[src/rtl/bp_pkg.sv]
// Shared definitions for the branch predictor: counter-update encoding and index sizing.
package bp_pkg;

  // Direction applied to a saturating counter on a resolved branch.
  typedef enum logic {
    CntDec = 1'b0,
    CntInc = 1'b1
  } cnt_op_e;

  // Weakly-not-taken reset encoding for a counter of the given width.
  function automatic int unsigned bp_cnt_rst(input int unsigned cnt_w);
    return (32'd1 << (cnt_w - 1)) - 32'd1;
  endfunction

  // Number of index bits needed to address a table of the given size.
  function automatic int unsigned bp_idx_w(input int unsigned entries);
    int unsigned w;
    w = 0;
    for (int unsigned i = 0; i < 32; i++) begin
      if ((32'd1 << w) < entries) w = w + 1;
    end
    return w;
  endfunction

endpackage

[src/rtl/bp_sat_update.sv]
// Saturating up/down next-value logic for one prediction counter.
module bp_sat_update
  import bp_pkg::*;
#(
  parameter int unsigned CNT_W = 2
) (
  input  logic [CNT_W-1:0] cnt_i,
  input  logic             taken_i,
  output logic [CNT_W-1:0] cnt_o
);

  localparam logic [CNT_W-1:0] CntMax = '1;
  localparam logic [CNT_W-1:0] CntMin = '0;

  cnt_op_e op;

  assign op = taken_i ? CntInc : CntDec;

  always_comb begin
    cnt_o = cnt_i;
    unique case (op)
      CntInc: if (cnt_i != CntMax) cnt_o = cnt_i + CNT_W'(1);
      CntDec: if (cnt_i != CntMin) cnt_o = cnt_i - CNT_W'(1);
      default: cnt_o = cnt_i;
    endcase
  end

endmodule

[src/rtl/branch_predictor.sv]
// Bimodal saturating-counter branch predictor with resolution statistics.
// Define GSHARE_EN to XOR a global history register into the table index.
module branch_predictor
  import bp_pkg::*;
#(
  parameter int unsigned ENTRIES = 16,
  parameter int unsigned CNT_W   = 2,
  parameter int unsigned PC_W    = 32,
  parameter int unsigned GHR_W   = 4,
  parameter int unsigned STAT_W  = 32
) (
  input  logic                          clk,
  input  logic                          rst_n,
  input  logic                          stall_i,
  input  logic [PC_W-1:0]               if_pc_i,
  input  logic                          if_is_branch_i,
  output logic                          pred_taken_o,
  output logic [bp_idx_w(ENTRIES)-1:0]  pred_idx_o,
  input  logic                          upd_valid_i,
  input  logic [bp_idx_w(ENTRIES)-1:0]  upd_idx_i,
  input  logic                          upd_taken_i,
  input  logic                          upd_pred_i,
  output logic                          mispredict_o,
  output logic [STAT_W-1:0]             branch_cnt_o,
  output logic [STAT_W-1:0]             miss_cnt_o
);

  localparam int unsigned      IDX_W  = bp_idx_w(ENTRIES);
  localparam logic [CNT_W-1:0] CntRst = CNT_W'(bp_cnt_rst(CNT_W));

  if (ENTRIES < 2 || (32'd1 << IDX_W) != ENTRIES) begin : g_bad_entries
    $error("ENTRIES must be a power of two and at least 2");
  end
  if (CNT_W < 1) begin : g_bad_cnt_w
    $error("CNT_W must be at least 1");
  end
  if (GHR_W < 1 || GHR_W > IDX_W) begin : g_bad_ghr_w
    $error("GHR_W must be between 1 and IDX_W");
  end
  if (PC_W <= IDX_W + 2) begin : g_bad_pc_w
    $error("PC_W must exceed IDX_W + 2");
  end

  logic             upd_en;
  logic [IDX_W-1:0] base_idx;
  logic [CNT_W-1:0] cnt_q [ENTRIES];
  logic [CNT_W-1:0] cnt_upd;

  logic [STAT_W-1:0] branch_cnt_q, branch_cnt_d;
  logic [STAT_W-1:0] miss_cnt_q, miss_cnt_d;

  // Byte-offset bits and PC bits above the index do not participate.
  logic unused_pc;
  assign unused_pc = ^{if_pc_i[PC_W-1:IDX_W+2], if_pc_i[1:0]};

  assign upd_en       = upd_valid_i & ~stall_i;
  assign base_idx     = if_pc_i[IDX_W+1:2];
  assign mispredict_o = upd_valid_i & (upd_taken_i ^ upd_pred_i);

`ifdef GSHARE_EN
  logic [GHR_W-1:0] ghr_q, ghr_d;

  assign pred_idx_o = base_idx ^ IDX_W'(ghr_q);
  // Oldest outcome falls off the top; newest enters at bit 0.
  assign ghr_d      = GHR_W'({ghr_q, upd_taken_i});

  always_ff @(posedge clk or negedge rst_n) begin
    if (!rst_n) begin
      ghr_q <= '0;
    end else if (upd_en) begin
      ghr_q <= ghr_d;
    end
  end
`else
  assign pred_idx_o = base_idx;
`endif

  // Prediction reads the registered table directly, so a same-cycle update is not seen.
  assign pred_taken_o = cnt_q[pred_idx_o][CNT_W-1] & if_is_branch_i;

  bp_sat_update #(
    .CNT_W (CNT_W)
  ) u_sat_update (
    .cnt_i   (cnt_q[upd_idx_i]),
    .taken_i (upd_taken_i),
    .cnt_o   (cnt_upd)
  );

  always_ff @(posedge clk or negedge rst_n) begin
    if (!rst_n) begin
      for (int i = 0; i < int'(ENTRIES); i++) begin
        cnt_q[i] <= CntRst;
      end
    end else if (upd_en) begin
      cnt_q[upd_idx_i] <= cnt_upd;
    end
  end

  always_comb begin
    branch_cnt_d = branch_cnt_q;
    miss_cnt_d   = miss_cnt_q;
    if (upd_en) begin
      if (branch_cnt_q != '1) branch_cnt_d = branch_cnt_q + STAT_W'(1);
      if (mispredict_o && (miss_cnt_q != '1)) miss_cnt_d = miss_cnt_q + STAT_W'(1);
    end
  end

  always_ff @(posedge clk or negedge rst_n) begin
    if (!rst_n) begin
      branch_cnt_q <= '0;
      miss_cnt_q   <= '0;
    end else begin
      branch_cnt_q <= branch_cnt_d;
      miss_cnt_q   <= miss_cnt_d;
    end
  end

  assign branch_cnt_o = branch_cnt_q;
  assign miss_cnt_o   = miss_cnt_q;

endmodule

[config.mk]
export PLATFORM = sky130hd
export DESIGN_NAME = branch_predictor
export DESIGN_NICKNAME = d
export VERILOG_FILES = /design/src/rtl/bp_pkg.sv /design/src/rtl/bp_sat_update.sv /design/src/rtl/branch_predictor.sv
export SDC_FILE = /design/constraint.sdc
export NUM_CORES = 1
export LEC_CHECK = 0
export BUFFER_PORTS_ARGS = -buffer_cell sky130_fd_sc_hd__buf_2
export CORE_AREA = 5 5 100 139
export CTS_CLUSTER_DIAMETER = 50
export DETAILED_ROUTE_END_ITERATION = 7
export DIE_AREA = 0 0 105 144
export PLACE_DENSITY = 0.71
export SYNTH_ARGS = -nofsm -noshare
export SYNTH_HDL_FRONTEND = slang
export SYNTH_SLANG_ARGS = --single-unit
[constraint.sdc]
create_clock -name clk -period 6 [get_ports clk]
set_input_delay 0.6 -clock clk [delete_from_list [all_inputs] [get_ports clk]]
set_output_delay 0.6 -clock clk [all_outputs]
set_load 0.02 [all_outputs]
## Yosys cells after proc, flatten, opt, wreduce, memory -nomap -nowiden

Index checks and enable logic that the tools add are counted.

| storage, ports and cells | value |
|---|---|
| register bits after elaboration | 96 |
| input bits | 43 |
| output and inout bits | 70 |

| cells by class | value |
|---|---|
| $add $sub $neg | 4 |
| order comparisons | 3 |
| equality and inequality tests | 3 |
| mux-type cells | 13 |
| bitwise gates (word level) | 8 |
| reduce and logical (&&, ||, !) cells | 5 |

Operators by type and width:

| cell | number |
|---|---|
| adder 32 x 1 -> 32 bit, second input constant | 2 |
| != test 32 bit, second input constant | 2 |
| bitwise mux 32 bit | 1 |
| binary-select mux 2 bit (select 4 bit) | 2 |
| 2-to-1 mux 2 bit | 7 |
| >= comparator 5 bit, second input constant | 2 |
| NOT 4 -> 5 bit | 2 |
| demux 2 bit (select 4 bit) | 1 |
| less-than comparator 5 x 1 -> 1 bit, second input constant | 1 |
| case mux 2 bit (2 select lines) | 1 |
| AND reduction 2 bit | 2 |
| bitwise AND 1 bit | 3 |
| adder 2 x 1 -> 2 bit, second input constant | 1 |
| logical AND 1 bit | 2 |
| != test 2 bit, second input constant | 1 |
| NOT 1 bit | 2 |
| nonzero test 2 bit | 1 |
| subtractor 2 x 1 -> 2 bit, second input constant | 1 |
| 2-to-1 mux 1 bit | 1 |
| XOR 1 bit | 1 |

## Longest topological paths before layout

Gate-level depths: netlist of the first run.

| logic depth | value |
|---|---|
| depth after elaboration | 8 |
| mapped depth | 7 |
| mapped depth without buffers | 6 |

## Modules after synthesis

From an unflattened synthesis of the first run, not the netlist that was laid out.

| second synthesis, totals | value |
|---|---|
| cells, all modules | 426 |
| area total of the unflattened synthesis | 4997.3 µm² |

By module, submodules not included:

| module | instances | cells each | area an instance (µm²) | sequential area each (µm²) |
|---|---|---|---|---|
| branch_predictor | 1 | 423 | 4971.0 | 2422.3 |
| bp_sat_update | 1 | 3 | 26.3 | 0.0 |

## Worst setup path before layout of the first run

Ideal clock, no wire load.

| timing | value |
|---|---|
| path kind | input-to-reg |
| start | input port upd_idx_i[1] |
| end | register cnt_q[25] (netlist name) |
| arrival time | 2245 ps |
| required time | 5875 ps |
| slack | 3630 ps |
| stages | 7 |
| buffers on the path | 2 |
| cell sequence | buf_1 > mux4_2 > a22oi_1 > nand3_1 > maj3_2 > buf_6 > mux2_2 |

| on the way | value |
|---|---|
| longest elaborated chain between the ends | 8 |
| elaborated cells between the ends (all ways) | 17 |
| those cells by class | add/sub: 2; order compare: 2; eq/ne: 1; mux: 9; bitwise: 1; reduce/logical: 2 |

RTL lines:

| element | RTL line | text |
|---|---|---|
| start, declared | branch_predictor.sv:20 | `input logic [bp_idx_w(ENTRIES)-1:0] upd_idx_i,` |
| NOT 4 -> 5 bit (not written as such) * | branch_predictor.sv:84, branch_predictor.sv:95 |  |
| binary-select mux 2 bit (select 4 bit) | branch_predictor.sv:84 | `.cnt_i (cnt_q[upd_idx_i]),` |
| 2-to-1 mux 2 bit (not written as such) (2 in a row) | branch_predictor.sv:84 |  |
| subtractor 2 x 1 -> 2 bit (tied with other cells) | bp_sat_update.sv:23 | `CntDec: if (cnt_i != CntMin) cnt_o = cnt_i - CNT_W'(1);` |
| 2-to-1 mux 2 bit (on tied branches) | bp_sat_update.sv:23, bp_sat_update.sv:22 |  |
| case mux 2 bit (2 select lines) | bp_sat_update.sv:21 | `unique case (op)` |
| bitwise mux 32 bit * | branch_predictor.sv:95 | `cnt_q[upd_idx_i] <= cnt_upd;` |
| end signal, assigned by index | branch_predictor.sv:92 | `cnt_q[i] <= CntRst;` |
| end signal, assigned by index | branch_predictor.sv:95 |  |
| end, declared | branch_predictor.sv:46 | `logic [CNT_W-1:0] cnt_q [ENTRIES];` |

Mark *: on every way between the ends. The rest lies on a longest branch, timed or not. The select of a mux whose other input is x is not followed.
A chain may end at the register's enable or synchronous reset.

## Worst setup path in the final report of the first run

| timing | value |
|---|---|
| start | register miss_cnt_q[3] (netlist: miss_cnt_o[3]) |
| end | register miss_cnt_q[1] (netlist: miss_cnt_o[1]) |

| on the way | value |
|---|---|
| longest elaborated chain between the ends | 3 |

RTL lines:

| element | RTL line | text |
|---|---|---|
| start, declared | branch_predictor.sv:50 | `logic [STAT_W-1:0] miss_cnt_q, miss_cnt_d;` |
| start signal, assigned | branch_predictor.sv:114 | `miss_cnt_q <= miss_cnt_d;` |
| != test 32 bit | branch_predictor.sv:104 | `if (mispredict_o && (miss_cnt_q != '1)) miss_cnt_d = miss_cnt_q + STAT_W'(1);` |
| logical AND 1 bit | branch_predictor.sv:104 |  |
| AND reduction 2 bit (no source line) | - |  |

No other way between the ends.

==> results of run 1 <==
==> cell type report <==
| cell class | count | share of cell area (%) |
|---|---|---|
| clock buffer | 10 | 4.01 |
| inverter | 5 | 0.328 |
| tap | 153 | 3.35 |
| clock inverter | 6 | 1.47 |
| multi-input combinational | 311 | 40.9 |
| timing repair buffer | 85 | 7.53 |
| sequential | 96 | 42.4 |
==> routing by layer <==
layer  vias up  share of wire (%)
li1       1698                  -
met2        88                 54
met1      1842                 40
met3        22                3.6
met4         0                2.4
met5         -                  0
==> where the power goes <==
| group | leakage, uW | switching (uW) | internal (uW) |
|---|---|---|---|
| sequential | 0.00125 | 70.5 | 735 |
| clock | 0.000157 | 246 | 365 |
| combinational | 0.00131 | 163 | 122 |
==> cells by family after synthesis <==
logic type,count (synthesis),synth area share (%)
AO/OA/AOI/OAI,11,1.79
XOR/XNOR,60,10.8
adder cells (fa/ha/maj),4,0.974
buffers and inverters,21,2.46
flip-flops,96,49.6
multiplexers,47,14.1
AND/OR/NAND/NOR,189,20.3
==> stage by stage <==
| stage | util [%] | hold WS [ns] | setup WS [ns] | cell area, um2 | instances |
|---|---|---|---|---|---|
| 5_1_grt | 45.2 | 0.196 | 3.11 | 5710 | 666 |
| 3_3_place_gp | 42.8 | 0.469 | 3.28 | 5400 | 650 |
| 4_1_cts | 45.2 | 0.179 | 3.27 | 5710 | 666 |
| 3_5_place_dp | 42.8 | 0.476 | 3.27 | 5400 | 650 |
| 2_1_floorplan | - | 0.304 | 3.63 | 4880 | 428 |
| 6_report | 45.2 | 0.162 | 3.25 | 5710 | 666 |
==> state kept, by name (all words and copies together), names as in the netlist <==
name and flops:
cnt_q 32, miss_cnt_o 32, branch_cnt_o 32
==> layout by cell type (no fill, tap or decap), types with 3 or more instances in the layout <==
master / count
nor2b_1: 6
dfrtp_1: 80
mux2_2: 34
clkinv_2: 3
nor2_1: 24
nor3b_1: 5
nand3_1: 39
mux4_1: 3
xnor2_1: 34
nor3_1: 17
buf_2: 83
nand2_1: 38
and3_1: 15
inv_1: 5
dfstp_2: 16
nand4_1: 18
nor4_1: 9
xor2_1: 26
mux4_2: 10
and4_1: 7
clkbuf_16: 9
and2_1: 3
==> worst paths after layout <==
check / start / endpoint / slack [ns]
max: miss_cnt_o[3]$_DFFE_PN0P_ / miss_cnt_o[1]$_DFFE_PN0P_ / 3.25
min: rst_n / branch_cnt_o[8]$_DFFE_PN0P_ / 0.16
max reg2reg: miss_cnt_o[3]$_DFFE_PN0P_ / miss_cnt_o[1]$_DFFE_PN0P_ / 3.25
min reg2reg: branch_cnt_o[22]$_DFFE_PN0P_ / branch_cnt_o[22]$_DFFE_PN0P_ / 0.48
max in group asynchronous: rst_n / miss_cnt_o[19]$_DFFE_PN0P_ / 4.64
min in group clk: branch_cnt_o[22]$_DFFE_PN0P_ / branch_cnt_o[22]$_DFFE_PN0P_ / 0.48
==> results.toml, run 1 <==
[run_status]
status = "finished, final reports clean"

[power_and_ir_drop]
p_leak_uw = 0.00271
ir_drop_v = 0.000172
p_per_area_nw_per_um2 = 298
finalPower_uw = 1700

[clock_network]
hold_buffers = 0
cts-root-buf = "clkbuf_16"
clock_sinks = 96
cts_setup_buffers = 0
clk_pin_slew_ns = 0.07
tritoncts = "done"
cts_buffers = 9
clkLatencyLatePin_ns = 0.35
cts-resized-gates = 0
htreeDepth = 3
cts_buffer_depth = 2

[routing]
final_antenna_net_count = 0
vias = 3650
drtIter0Drc = 93
wl_per_cell_um = 17.3
via_per_inst = 5.48
firstDrtPassIters = 4
finalWirelength_um = 11500
drc_errors = 0

[global_route]
track_usage_pct = 15.9
grt_max_degree = 69
grt.met2_usage_pct = 28.7
grt.busiest_layer = "met2"
grt-ovfl-total = 0
use_met3_pct = 2.90
antenna_found_initial = 0
grt_pass1_vias = 3897
grt_pass1_wl_um = 19600
grtUsageMet1_pct = 18.3

[finish]
area_delta_synth_final_pct = 17.1
fin_nets = 553
drive_gt1_share_pct = 32.2
antenna_cells = 0
ff_latch_area_um2 = 2420
multiInputGateArea_um2 = 2340
fillers = 1175

[setup_path]
worstSetupPathType = "flop to flop"
worst-path-stages = 4
cp.required_ns = 6.23
arrival_ns = 2.98
worst-path-buf-inv = 0
startpoint_type = "flop"
cpMaxStageDelayCell = "o31ai_2"
critPathCaptureType = "flop"
cp_cell_sequence = "nand4_1, or4_1, o31ai_2, mux2_2"
max_stage_delay_ns = 0.91
ff2ff_path_depth = 4
crit_family = "compound AO/OA/AOI/OAI gates"
cp_max_fo = 14

[die]
fp.dieW_um = 105
rows = 49
initial_core_util_pct = 38.6
io_pins = 113
die-area_um2 = 15100
die_h_um = 144
core_area_um2 = 12600

[synthesis]
synth_edf_count = 0
synthMostInstantiatedCell = "dfrtp_1"
ys_seq_area_share_pct = 49.6
synth_nets = 473
synth_common_cells = "dfrtp_1, nand3_1, nand2_1"
yosys_warnings = 0
syn-mean-instance-area_um2 = 11.4
synth.distinct_cells = 41
yosys.area.top_type_share_pct = 41.0
synth_cells = 428
synth-async-reset-ratio_pct = 100
synth_area_um2 = 4880
ys_ff_latch = 96
synth_top_area_cell = "dfrtp_1"
synth_area_leaders = "dfrtp_1, dfstp_2, mux2_2"
synth_ff_type = "dfrtp_1"

[sta]
setup_tns_ns = 0
fmax_mhz = 364
tightest_slew_ns = 1.09
min_period_ns = 2.75
relSlewSlack_pct = 26.9
period_share_pct = 45.8
setup_viol = 0
fin_skew_ns = 0.00961
rsz0062_at_grt = "false"
finalMaxSlewViolations = 0
finalHoldViolations = 0

[hold_path]
holdCritPathClass = "input port to async pin"

[place]
hpwl_um = 8590
gp_congestion = 0.818
portBuffers = 84

[run]
drv_cap = 0
No activity file was read; power rests on OpenSTA's default activity.
==> inputs of run 2 (changes only) <==
--- a/config.mk
+++ b/config.mk
@@ -10,7 +10,7 @@
 export CTS_CLUSTER_DIAMETER = 50
 export DETAILED_ROUTE_END_ITERATION = 7
 export DIE_AREA = 0 0 105 144
-export PLACE_DENSITY = 0.71
+export PLACE_DENSITY = 0.74
 export SYNTH_ARGS = -nofsm -noshare
 export SYNTH_HDL_FRONTEND = slang
 export SYNTH_SLANG_ARGS = --single-unit
==> constraint.sdc (replaced) <==
create_clock -name clk -period 2.3 [get_ports clk]
set_input_delay 0.23 -clock clk [delete_from_list [all_inputs] [get_ports clk]]
set_output_delay 0.23 -clock clk [all_outputs]
set_load 0.02 [all_outputs]
==> run 2 against run 1 <==
Compared with the run above:
- the run now ends with hold timing left
- sequential share of layout area down 0.95 points
- flip-flop and latch count unchanged
- combinational power rose to 2.9 times the previous value
- cell count up 2.3%
- clock-buffer cell count up 1
- register-to-register slack worse by 3.1 ns
- critical path depth unchanged
- critical endpoint is now pred_taken_o
- die area unchanged
- clock power rose to 2.5 times the previous value
- setup slack worse by 3.2 ns
- largest power group unchanged
- routed wire length down 0.86%
==> results.toml, run 2 (synthesis results as in run 1) <==
[run_status]
status = "finished with violations"
failed_checks = "hold timing"

[setup_path]
cpMaxStageDelayCell = "mux4_2"
critPathCaptureType = "primary output"
startpoint = "cnt_q[1]$_DFFE_PN0P_"
regToRegEndpoint = "miss_cnt_o[1]$_DFFE_PN0P_"
cp_cell_sequence = "mux4_2, mux4_2, and2_4, buf_4"
max_stage_delay_ns = 0.48
worstReg2RegStart = "miss_cnt_o[4]$_DFFE_PN0P_"
worstSetupPathType = "flop to primary output"
ff2ff_path_depth = 6
cp_max_fo = 3
startpoint_type = "flop"
crit_top_cell = "mux4_2"
crit_path_end = "pred_taken_o"
ff2ff_setup_slack_ns = 0.17
arrival_ns = 1.99
cp.required_ns = 2.07

[routing]
firstDrtPassIters = 6
vias = 3707
drtIter0Drc = 133
via_per_inst = 5.44
wl_per_cell_um = 16.7
finalWirelength_um = 11400
drc_errors = 0
final_antenna_net_count = 0

[global_route]
track_usage_pct = 15.6
antenna_found_initial = 0
grt-ovfl-total = 0
grt_max_degree = 66
grt_pass1_vias = 3921
grt_pass1_wl_um = 19300

[clock_network]
cts_buffers = 9
cts-root-buf = "clkbuf_16"
htreeDepth = 3
hold_buffers = 0
clock_sinks = 96
tritoncts = "done"
cts_buffer_depth = 2
clkLatencyLatePin_ns = 0.33
clk_pin_slew_ns = 0.07

[sta]
fmax_mhz = 451
finalHoldViolations = 10
period_share_pct = 96.4
finalMaxSlewViolations = 0
fin_skew_ns = 0.00864
relSlewSlack_pct = 43.9
min_period_ns = 2.22
rsz0062_at_grt = "false"
whs_ns = -0.0136
setup_viol = 0
setup_tns_ns = 0
tightest_slew_ns = 0.842

[die]
die_h_um = 144
die-area_um2 = 15100
rows = 49
fp.dieW_um = 105
initial_core_util_pct = 38.6
io_pins = 113
core_area_um2 = 12600

[place]
portBuffers = 84
gp_congestion = 0.863
hpwl_um = 8490
placed_cell_area_um2 = 5520

[hold_path]
holdCritPathClass = "input port to async pin"

[power_and_ir_drop]
p_leak_uw = 0.00279
p_comb_share_pct = 18.6
p_int_uw = 3180
power_frac_clock_pct = 34.6
ir_drop_v = 0.000503
p_sw_uw = 1250
sw_frac_of_total_pct = 28.1
p_per_area_nw_per_um2 = 758
pwr-share-seq_pct = 46.8

[finish]
antenna_cells = 0
drive_gt1_share_pct = 34.5
area_delta_synth_final_pct = 19.8
layout.cell_area.non_filler_um2 = 5850
final_common_cell = "buf_2"
fillers = 1149
final_cell_mix = "buf_2, dfrtp_1, nand3_1, nand2_1"
fin_nets = 568

[run]
drv_cap = 0
==> run 2: power by group through the flow <==
stage	Clock, uW	Sequential (uW)	Combinational [uW]
final	1540	2070	823
after CTS	1580	2070	830
after floorplan	0	2190	408
after detailed placement	0	2100	827
after global placement	0	2080	808
after global routing	1660	2100	900
==> run 2: metal layers <==
| layer | up-vias | GRT usage (%) | part of all wire (%) |
|---|---|---|---|
| met3 | 26 | 3.04 | 3.8 |
| met5 | - | 0 | 0 |
| met1 | 1837 | 18.4 | 41 |
| li1 | 1736 | - | - |
| met4 | 0 | 7.88 | 3.5 |
| met2 | 108 | 27.2 | 52 |
==> run 2: per-stage QoR <==
step                hold slack (ns)  util, %  total power (uW)  setup slack [ns]  cells
floorplan                   -0.0656        -              2600             0.117    428
CTS                          0.0108     46.2              4490            0.0678    680
detailed placement            0.378     43.7              2930            0.0149    664
finish                      -0.0136     46.3              4430            0.0825    681
global route                 0.0496     46.3              4670           0.00242    681
global placement              0.366     43.7              2890            0.0515    664
==> run 2: how the worst min path moves through the flow <==
stage / slack (ns) / endpoint / startpoint / cells past startpoint
detailed placement: 0.38 / branch_cnt_o[15]$_DFFE_PN0P_ / rst_n / 1
floorplan: -0.07 / branch_cnt_o[0]$_DFFE_PN0P_ / rst_n / 0
finish: -0.01 / branch_cnt_o[13]$_DFFE_PN0P_ / rst_n / 1
global route: 0.05 / branch_cnt_o[20]$_DFFE_PN0P_ / rst_n / 1
CTS: 0.01 / branch_cnt_o[15]$_DFFE_PN0P_ / rst_n / 1
global placement: 0.37 / branch_cnt_o[15]$_DFFE_PN0P_ / rst_n / 1
==> run 2: cell type report <==
type | count | area (um2) | area share [%]
Multi-Input combinational cell | 311 | 2340 | 40.0
Tap cell | 153 | 191 | 3.27
Timing Repair Buffer | 100 | 558 | 9.55
Clock buffer | 11 | 253 | 4.32
Sequential cell | 96 | 2420 | 41.4
Inverter | 5 | 18.8 | 0.321
Clock inverter | 5 | 61.3 | 1.05
==> run 2: what timing repair did <==
action,in CTS,in global routing
resized for setup,0,2
endpoints found under the setup margin,0,4
hold endpoints to repair,0,0
buffers inserted,0,1
==> run 2: critical path: cells and delay by family (launching register included) <==
| family | cells | cell delay [ns] |
|---|---|---|
| flops | 1 | 0.39 |
| mux | 2 | 0.95 |
| buf+inv | 1 | 0.15 |
| simple gates | 1 | 0.16 |
